## src/rtl/timer_sequencer.sv

```systemverilog
// Interval-timer controller that drives an external loadable up/down counter.
// Provides one-shot and periodic modes, pause/resume, stop and terminal-count events.
module timer_sequencer #(
  parameter int unsigned TW = 32,
  parameter int unsigned EW = 16
) (
  input  logic          clk,
  input  logic          rst,
  input  logic          start,
  input  logic          stop,
  input  logic          pause,
  input  logic          clear,
  input  logic          cfg_periodic,
  input  logic          cfg_up,
  input  logic [TW-1:0] cfg_period,
  input  logic [TW-1:0] cnt_value,
  output logic          cnt_rst,
  output logic          cnt_load,
  output logic          cnt_up_not_down,
  output logic [TW-1:0] cnt_load_value,
  output logic          busy,
  output logic          tick,
  output logic          done,
  output logic [EW-1:0] event_count
);

  typedef enum logic [1:0] {
    StIdle,
    StLoad,
    StRun,
    StPaused
  } state_e;

  state_e        state_q, state_d;
  logic          periodic_q, periodic_d;
  logic          up_q, up_d;
  logic [TW-1:0] period_q, period_d;
  logic          tick_q, tick_d;
  logic          done_q, done_d;
  logic [EW-1:0] ev_q, ev_d;

  logic          term;
  logic [TW-1:0] reload_value;

  // Up-count runs 0..period, down-count runs period..0.
  assign term         = up_q ? (cnt_value == period_q) : (cnt_value == '0);
  assign reload_value = up_q ? '0 : period_q;

  assign cnt_rst         = rst | (clear & (state_q == StIdle));
  assign cnt_up_not_down = up_q;
  assign busy            = (state_q != StIdle);
  assign tick            = tick_q;
  assign done            = done_q;
  assign event_count     = ev_q;

  always_comb begin
    state_d        = state_q;
    periodic_d     = periodic_q;
    up_d           = up_q;
    period_d       = period_q;
    tick_d         = 1'b0;
    done_d         = 1'b0;
    ev_d           = ev_q;
    // The counter has no enable, so holding means reloading its own value.
    cnt_load       = 1'b1;
    cnt_load_value = cnt_value;

    unique case (state_q)
      StIdle: begin
        if (start && !stop) begin
          periodic_d = cfg_periodic;
          up_d       = cfg_up;
          period_d   = cfg_period;
          ev_d       = '0;
          state_d    = StLoad;
        end
      end

      StLoad: begin
        if (stop) begin
          state_d = StIdle;
        end else begin
          cnt_load_value = reload_value;
          state_d        = StRun;
        end
      end

      StRun: begin
        if (stop) begin
          // Abort wins over a coincident terminal count: no event is recorded.
          state_d = StIdle;
        end else if (!term) begin
          cnt_load = 1'b0;
          if (pause) begin
            state_d = StPaused;
          end
        end else begin
          tick_d = 1'b1;
          ev_d   = ev_q + EW'(1);
          if (periodic_q) begin
            cnt_load_value = reload_value;
            if (pause) begin
              state_d = StPaused;
            end
          end else begin
            done_d  = 1'b1;
            state_d = StIdle;
          end
        end
      end

      StPaused: begin
        if (stop) begin
          state_d = StIdle;
        end else if (!pause) begin
          state_d = StRun;
        end
      end

      default: begin
        state_d = StIdle;
      end
    endcase
  end

  always_ff @(posedge clk) begin
    if (rst) begin
      state_q    <= StIdle;
      periodic_q <= 1'b0;
      up_q       <= 1'b0;
      period_q   <= '0;
      tick_q     <= 1'b0;
      done_q     <= 1'b0;
      ev_q       <= '0;
    end else begin
      state_q    <= state_d;
      periodic_q <= periodic_d;
      up_q       <= up_d;
      period_q   <= period_d;
      tick_q     <= tick_d;
      done_q     <= done_d;
      ev_q       <= ev_d;
    end
  end

endmodule
```

## config.mk

```make
export PLATFORM = sky130hd
export DESIGN_NAME = timer_sequencer
export DESIGN_NICKNAME = d
export VERILOG_FILES = /design/src/rtl/timer_sequencer.sv
export SDC_FILE = /design/constraint.sdc
export NUM_CORES = 1
export LEC_CHECK = 0
export BUFFER_PORTS_ARGS = -buffer_cell sky130_fd_sc_hd__buf_2
export CAP_MARGIN = 15
export CORE_MARGIN = 10
export CORE_UTILIZATION = 50
export DETAILED_ROUTE_END_ITERATION = 12
export HOLD_SLACK_MARGIN = 0.08
export PLACE_DENSITY = 0.87
export REMOVE_ABC_BUFFERS = 1
export SYNTH_ARGS = -nofsm -noshare
export SYNTH_HDL_FRONTEND = slang
export SYNTH_SLANG_ARGS = --single-unit
```

## constraint.sdc

```tcl
create_clock -name clk -period 10.3 [get_ports clk]
set_input_delay 2.575 -clock clk [delete_from_list [all_inputs] [get_ports clk]]
set_output_delay 2.575 -clock clk [all_outputs]
set_load 0.01 [all_outputs]
```

==> results of run 1 <==
==> final cells by class <==
class                      instances  area (µm²)  share of cell area
clock buffer                       6       82.58             0.01882
clock inverter                     1       30.03            0.006843
sequential                        54        1081              0.2464
inverter                           5       18.77            0.004277
multi-input combinational        390        2381              0.5426
tap                               96       120.1             0.02737
timing repair buffer             131       674.4              0.1537
==> synthesized netlist by cell type, drive strengths merged <==
library cell,count,area share
nand2,89,0.093
a21oi,70,0.097
dfxtp,54,0.30
nor2,39,0.041
clkbuf,27,0.028
a221o,26,0.072
nor3b,26,0.054
xor2,20,0.049
nor4,14,0.026
xnor2,14,0.034
nand4,11,0.019
o21ai,9,0.013
or3,9,0.017
buf,7,0.0087
a32o,6,0.017
ha,6,0.021
and3,5,0.0087
inv,5,0.0052
mux2i,5,0.014
and2,4,0.0077
nand2b,4,0.0070
nand3,4,0.0056
nand4b,4,0.0097
or4,3,0.0063
a21boi,2,0.0042
a311oi,2,0.0049
nor2b,2,0.0035
nor3,2,0.0028
o211ai,2,0.0042
o31ai,2,0.0042
or2,2,0.0035
a21o,1,0.0021
and4,1,0.0024
and4b,1,0.0028
nand3b,1,0.0021
o21bai,1,0.0021
o22a,1,0.0024
o31a,1,0.0024
or4b,1,0.0028
==> state kept, by name, indices dropped and copies added, names as in the netlist <==
signal and flops:
cnt_up_not_down 1, done 1, event_count 16, period_q 32, periodic_q 1, state_q 2, tick 1
==> per-stage QoR <==
stage,cells,power (mW)
global placement,675,0.6434
CTS,682,0.7994
floorplan,449,0.4959
detailed placement,675,0.6523
finish,683,0.8049
global route,683,0.8565
==> routing by layer <==
metal,vias up,wire [µm]
li1,1953,-
met1,1913,4959
met2,165,5770
met3,37,778
met4,2,393
met5,-,14
==> kinds of logic (layout without fill, tap and decap cells) <==
family | Yosys count | after routing | synth area share
fa+ha+maj | 6 | 6 | 0.02086
mux | 5 | 5 | 0.01391
compound gates | 123 | 123 | 0.2253
simple gates | 222 | 222 | 0.3147
buf+inv | 39 | 143 | 0.04207
flops | 54 | 54 | 0.3004
xor+xnor | 34 | 34 | 0.08276
==> final timing paths <==
path                            slack, ps                     endpoint                      start
worst max-delay path                 2620           cnt_load_value[21]              cnt_value[15]
worst min-delay path                  490    period_q[30]$_SDFFE_PP0P_  period_q[30]$_SDFFE_PP0P_
worst max register to register       7420  event_count[6]$_SDFFE_PP0P_    state_q[0]$_SDFFE_PP0P_
worst min register to register        490    period_q[30]$_SDFFE_PP0P_  period_q[30]$_SDFFE_PP0P_
==> worst register-to-register path: stages, from the launching register on <==
cell and delay [ps]:
dfxtp_1 400, inv_1 100, ha_1 250, inv_1 110, or2_2 600, nor2_1 270
or2_2 450, or4_1 520, o21ai_0 90
==> cell usage in the layout, fill, tap and decap left out, drive strengths merged, types with 5 or more instances in the layout <==
master and count:
inv 5, or3 9, xnor2 14, xor2 20
nor4 14, and3 5, ha 6, dfxtp 54
a221o 26, nand4 11, nor2 39, a21oi 70
buf 131, nand2 89, nor3b 26, o21ai 9
mux2i 5, clkbuf 6, a32o 6
==> power by group through the flow <==
stage / clock network (mW) / registers [mW] / logic [mW]
4_1_cts: 0.150 / 0.249 / 0.400
3_3_place_gp: 0 / 0.253 / 0.390
2_1_floorplan: 0 / 0.252 / 0.244
5_1_grt: 0.160 / 0.253 / 0.443
3_5_place_dp: 0 / 0.254 / 0.398
6_report: 0.147 / 0.250 / 0.408
==> results.py, run 1 <==
metrics = {
    "power_and_ir_drop": {
        "comb_power_share": 0.507,
        "ir_drop_uv": 100.3,
        "power_density_mw_per_mm2": 183.4,
        "power_frac_clock": 0.182,
        "p_seq_frac": 0.311,
        "internal_power_uw": 475.5,
        "switchingPower_uw": 329.4,
        "p_leak_nw": 1.817,
        "swShare": 0.4092,
    },
    "critical_path": {
        "cp_top_family": "simple AND/OR/NAND/NOR gates",
        "r2r_cells": 8,
        "crit_cells": 8,
        "end_kind": "primary output",
        "path_buf_inv": 3,
        "crit_arrival_ps": 5100,
        "crit_path_start_kind": "primary input",
        "worstPathCellList": "buf_2 -> nor4_1 -> nand4_1 -> or3_4 -> nor4_4 -> buf_4 -> a221o_1 -> buf_2",
        "cpMostUsedCell": "buf_2",
        "required_ps": 7730,
        "slowest_stage": "nor4_4",
        "critPathKind": "in -> out",
        "crit_fanout": 15,
        "critPathMaxStageDelay_ps": 700,
    },
    "placement": {
        "placed_area_mm2": 0.004264,
        "dp_hpwl_um": 8730,
        "routabilityCongestion": 0.8909,
        "portBuffers": 125,
        "pre_cts_slack_ps": 2705,
    },
    "clock_network": {
        "insertion_delay_ps": 310,
        "cts_buffers": 5,
        "clockBufferDepth": 2,
        "post-cts-setup-buffer-count": 0,
        "htree_levels": 2,
        "cts_resized": 0,
        "cts_sinks": 54,
        "ctsHoldBuffers": 0,
        "cts_tree": "built",
        "root_buffer": "clkbuf_8",
        "clk_pin_slew_ps": 100,
    },
    "sta": {
        "final.setup.tns_ps": 0,
        "worst_pin_slew_ps": 919.4,
        "rsz0062_at_grt": "false",
        "post-route-min-period_ps": 7678,
        "hold_viol_final": 0,
        "setup_viol": 0,
        "drv_slew": 0,
        "finalCritPeriodShare": 0.7455,
        "max_slew_margin": 0.3856,
        "skew_ps": 9.799,
        "fin_ws_ps": 2622,
        "max_freq_mhz": 130.2,
        "holdWs_ps": 491.9,
    },
    "route": {
        "drtIter0Drc": 303,
        "wl_per_cell_um": 17.45,
        "vias_per_cell": 5.959,
        "drt-total-wl_um": 11920,
        "first_pass_iters": 5,
        "vias": 4070,
        "ant_nets": 0,
        "drc_errors": 0,
    },
    "global_routing": {
        "grt_use_met2": 0.3416,
        "gr-usage-met1": 0.2491,
        "grt-busiest-layer": "met2",
        "grt_max_degree": 63,
        "grt_pass1_vias": 3968,
        "overflow": 0,
        "track_usage": 0.2051,
        "antenna_found_initial": 1,
        "grt_pass1_wl_um": 19290,
        "grt_use_met3": 0.04238,
    },
    "synthesis": {
        "synth.distinct_cells": 45,
        "synth_warnings": 0,
        "seq_area_frac_synth": 0.3004,
        "avgSynthCellArea_um2": 7.450,
        "synthCells": 483,
        "ys_ff_latch": 54,
        "netlist_area_mm2": 0.003598,
    },
    "cells_and_area": {
        "stdcell_area_mm2": 0.004388,
        "fin_nets": 665,
        "layout-drive-gt1-share": 0.2470,
        "fillers": 669,
        "diodes": 0,
        "area_growth_syn_to_layout_pct": 21.94,
        "fin_util": 0.6353,
    },
    "floorplanning": {
        "die_y_um": 104.8,
        "num_rows": 30,
        "start_util": 0.5210,
        "fp.dieW_um": 104.8,
        "dieArea_mm2": 0.01099,
        "core_mm2": 0.006907,
        "num_io_pins": 126,
    },
    "min_path": {
        "min_path_cells": 2,
        "hold_class": "reg -> reg",
    },
    "run": {
        "cap_violations": 0,
    },
    "outcome": {
        "status": "completed",
    },
}
Note: power is estimated with default switching activity, not from simulation.
==> run 2, diff against run 1 <==
--- a/config.mk
+++ b/config.mk
@@ -8,10 +8,10 @@
 export BUFFER_PORTS_ARGS = -buffer_cell sky130_fd_sc_hd__buf_2
 export CAP_MARGIN = 15
 export CORE_MARGIN = 10
-export CORE_UTILIZATION = 50
+export CORE_UTILIZATION = 46
 export DETAILED_ROUTE_END_ITERATION = 12
 export HOLD_SLACK_MARGIN = 0.08
-export PLACE_DENSITY = 0.87
+export PLACE_DENSITY = 0.84
 export REMOVE_ABC_BUFFERS = 1
 export SYNTH_ARGS = -nofsm -noshare
 export SYNTH_HDL_FRONTEND = slang
==> constraint.sdc (replaced) <==
create_clock -name clk -period 6.4 [get_ports clk]
set_input_delay 1.6 -clock clk [delete_from_list [all_inputs] [get_ports clk]]
set_output_delay 1.6 -clock clk [all_outputs]
set_load 0.01 [all_outputs]
==> results.py, run 2 (synthesis results as in run 1) <==
metrics = {
    "clock_network": {
        "ctsHoldBuffers": 0,
        "clockBufferDepth": 2,
        "htree_levels": 2,
        "insertion_delay_ps": 300,
        "cts_tree": "built",
        "post-cts-setup-buffer-count": 0,
        "cts_buffers": 5,
        "clk_pin_slew_ps": 90,
        "cts_resized": 0,
        "cts_sinks": 54,
        "root_buffer": "clkbuf_8",
    },
    "global_routing": {
        "overflow": 0,
        "track_usage": 0.1958,
        "grt_use_met2": 0.3250,
        "grt_pass1_wl_um": 18800,
        "grt_max_degree": 48,
        "grt-busiest-layer": "met2",
        "grt_pass1_vias": 3789,
        "gr-usage-met1": 0.2344,
        "grt_use_met3": 0.04819,
        "antenna_found_initial": 0,
    },
    "sta": {
        "max_freq_mhz": 176.4,
        "final.setup.tns_ps": 0,
        "holdWs_ps": 488.3,
        "worst_pin_slew_ps": 1152,
        "drv_slew": 0,
        "rsz0062_at_grt": "false",
        "skew_ps": 9.554,
        "setup_viol": 0,
        "max_slew_margin": 0.2319,
        "hold_viol_final": 0,
        "post-route-min-period_ps": 5668,
        "finalCritPeriodShare": 0.8857,
    },
    "power_and_ir_drop": {
        "power_density_mw_per_mm2": 289.3,
        "power_frac_clock": 0.172,
        "internal_power_uw": 740.5,
        "p_seq_frac": 0.319,
        "switchingPower_uw": 529.5,
        "swShare": 0.4169,
        "p_leak_nw": 1.816,
        "ir_drop_uv": 147.9,
        "comb_power_share": 0.510,
    },
    "critical_path": {
        "crit_path_start_kind": "primary input",
        "slowest_stage": "nor4_4",
        "crit_fanout": 14,
        "worstPathCellList": "buf_2 -> nor4_1 -> nand4_1 -> or3_4 -> nor4_4 -> buf_4 -> a221o_1 -> buf_2",
        "crit_arrival_ps": 4070,
        "critPathKind": "in -> out",
        "critPathMaxStageDelay_ps": 740,
        "end_kind": "primary output",
        "required_ps": 4800,
        "r2r_cells": 8,
        "cpMostUsedCell": "buf_2",
    },
    "floorplanning": {
        "fp.dieW_um": 108.4,
        "core_mm2": 0.007687,
        "num_io_pins": 126,
        "num_rows": 32,
        "dieArea_mm2": 0.01176,
        "start_util": 0.4681,
        "die_y_um": 108.4,
    },
    "cells_and_area": {
        "largest_register_ff_count": 32,
        "layout_common_cells": "buf_2, nand2_1, a21oi_1",
        "top_register": "period_q",
        "area_growth_syn_to_layout_pct": 21.97,
        "layout-drive-gt1-share": 0.2483,
        "layout_commonest_cell": "buf_2",
        "stdcell_area_mm2": 0.004389,
        "fin_nets": 665,
        "diodes": 0,
    },
    "min_path": {
        "min_path_cells": 2,
        "hold_class": "reg -> reg",
    },
    "route": {
        "drt-total-wl_um": 12140,
        "wl_per_cell_um": 17.60,
        "first_pass_iters": 7,
        "drtIter0Drc": 334,
        "ant_nets": 0,
        "vias_per_cell": 5.917,
        "vias": 4083,
        "drc_errors": 0,
    },
    "outcome": {
        "status": "completed",
    },
    "placement": {
        "dp_hpwl_um": 9142,
        "placed_area_mm2": 0.004279,
        "routabilityCongestion": 0.9547,
        "portBuffers": 125,
    },
    "run": {
        "cap_violations": 0,
    },
}
## run 2: changes by cell type in the layout (fill, tap and decap cells not counted)
| cell | before | now |
|---|---|---|
| buf_6 | 1 | 0 |
| bufinv_16 | 1 | 0 |
| buf_4 | 5 | 6 |
| clkbuf_8 | 6 | 8 |
## run 2: power groups by stage
stage / Sequential [mW] / Combinational [mW] / Clock (mW)
after floorplan: 0.406 / 0.392 / 0
after CTS: 0.403 / 0.647 / 0.223
after global placement: 0.408 / 0.630 / 0
after detailed placement: 0.411 / 0.641 / 0
after global routing: 0.409 / 0.699 / 0.238
final: 0.404 / 0.647 / 0.218
## run 2: final cells by class
class	count	area [µm²]
clock buffers	8	110.1
inverters	5	18.77
multi-input cells	390	2381
repair buffers	131	670.6
flip-flops and latches	54	1081
fillers	760	3298
well taps	102	127.6
## run 2: critical path: cells and delay by family
kind	cells	cell delay, ps
AOI/OAI and AO/OA	1	160
and+or+nand+nor	4	1730
buffers and inverters	3	570
## run 2: per-layer routing
layer  routed length, µm  part of all wire
met3                1019             0.084
met2                5896              0.49
met5                   0                 0
met1                4742              0.39
met4                 487             0.040
## run 2: final timing paths
kind	from	end	slack [ps]
hold / removal	event_count[15]$_SDFFE_PP0P_	event_count[15]$_SDFFE_PP0P_	490
setup / recovery	cnt_value[7]	cnt_load_value[29]	730
hold reg to reg	event_count[15]$_SDFFE_PP0P_	event_count[15]$_SDFFE_PP0P_	490
setup reg to reg	state_q[0]$_SDFFE_PP0P_	event_count[6]$_SDFFE_PP0P_	3560
## run 2: per-stage QoR
stage | std cells | utilization | power (mW) | worst slack [ps]
2_1_floorplan | 449 | - | 0.7981 | 876.6
3_3_place_gp | 682 | 0.5566 | 1.038 | 754.0
3_5_place_dp | 682 | 0.5566 | 1.052 | 785.2
4_1_cts | 690 | 0.5710 | 1.273 | 772.9
5_1_grt | 690 | 0.5710 | 1.345 | 607.0
6_report | 690 | 0.5710 | 1.270 | 731.6
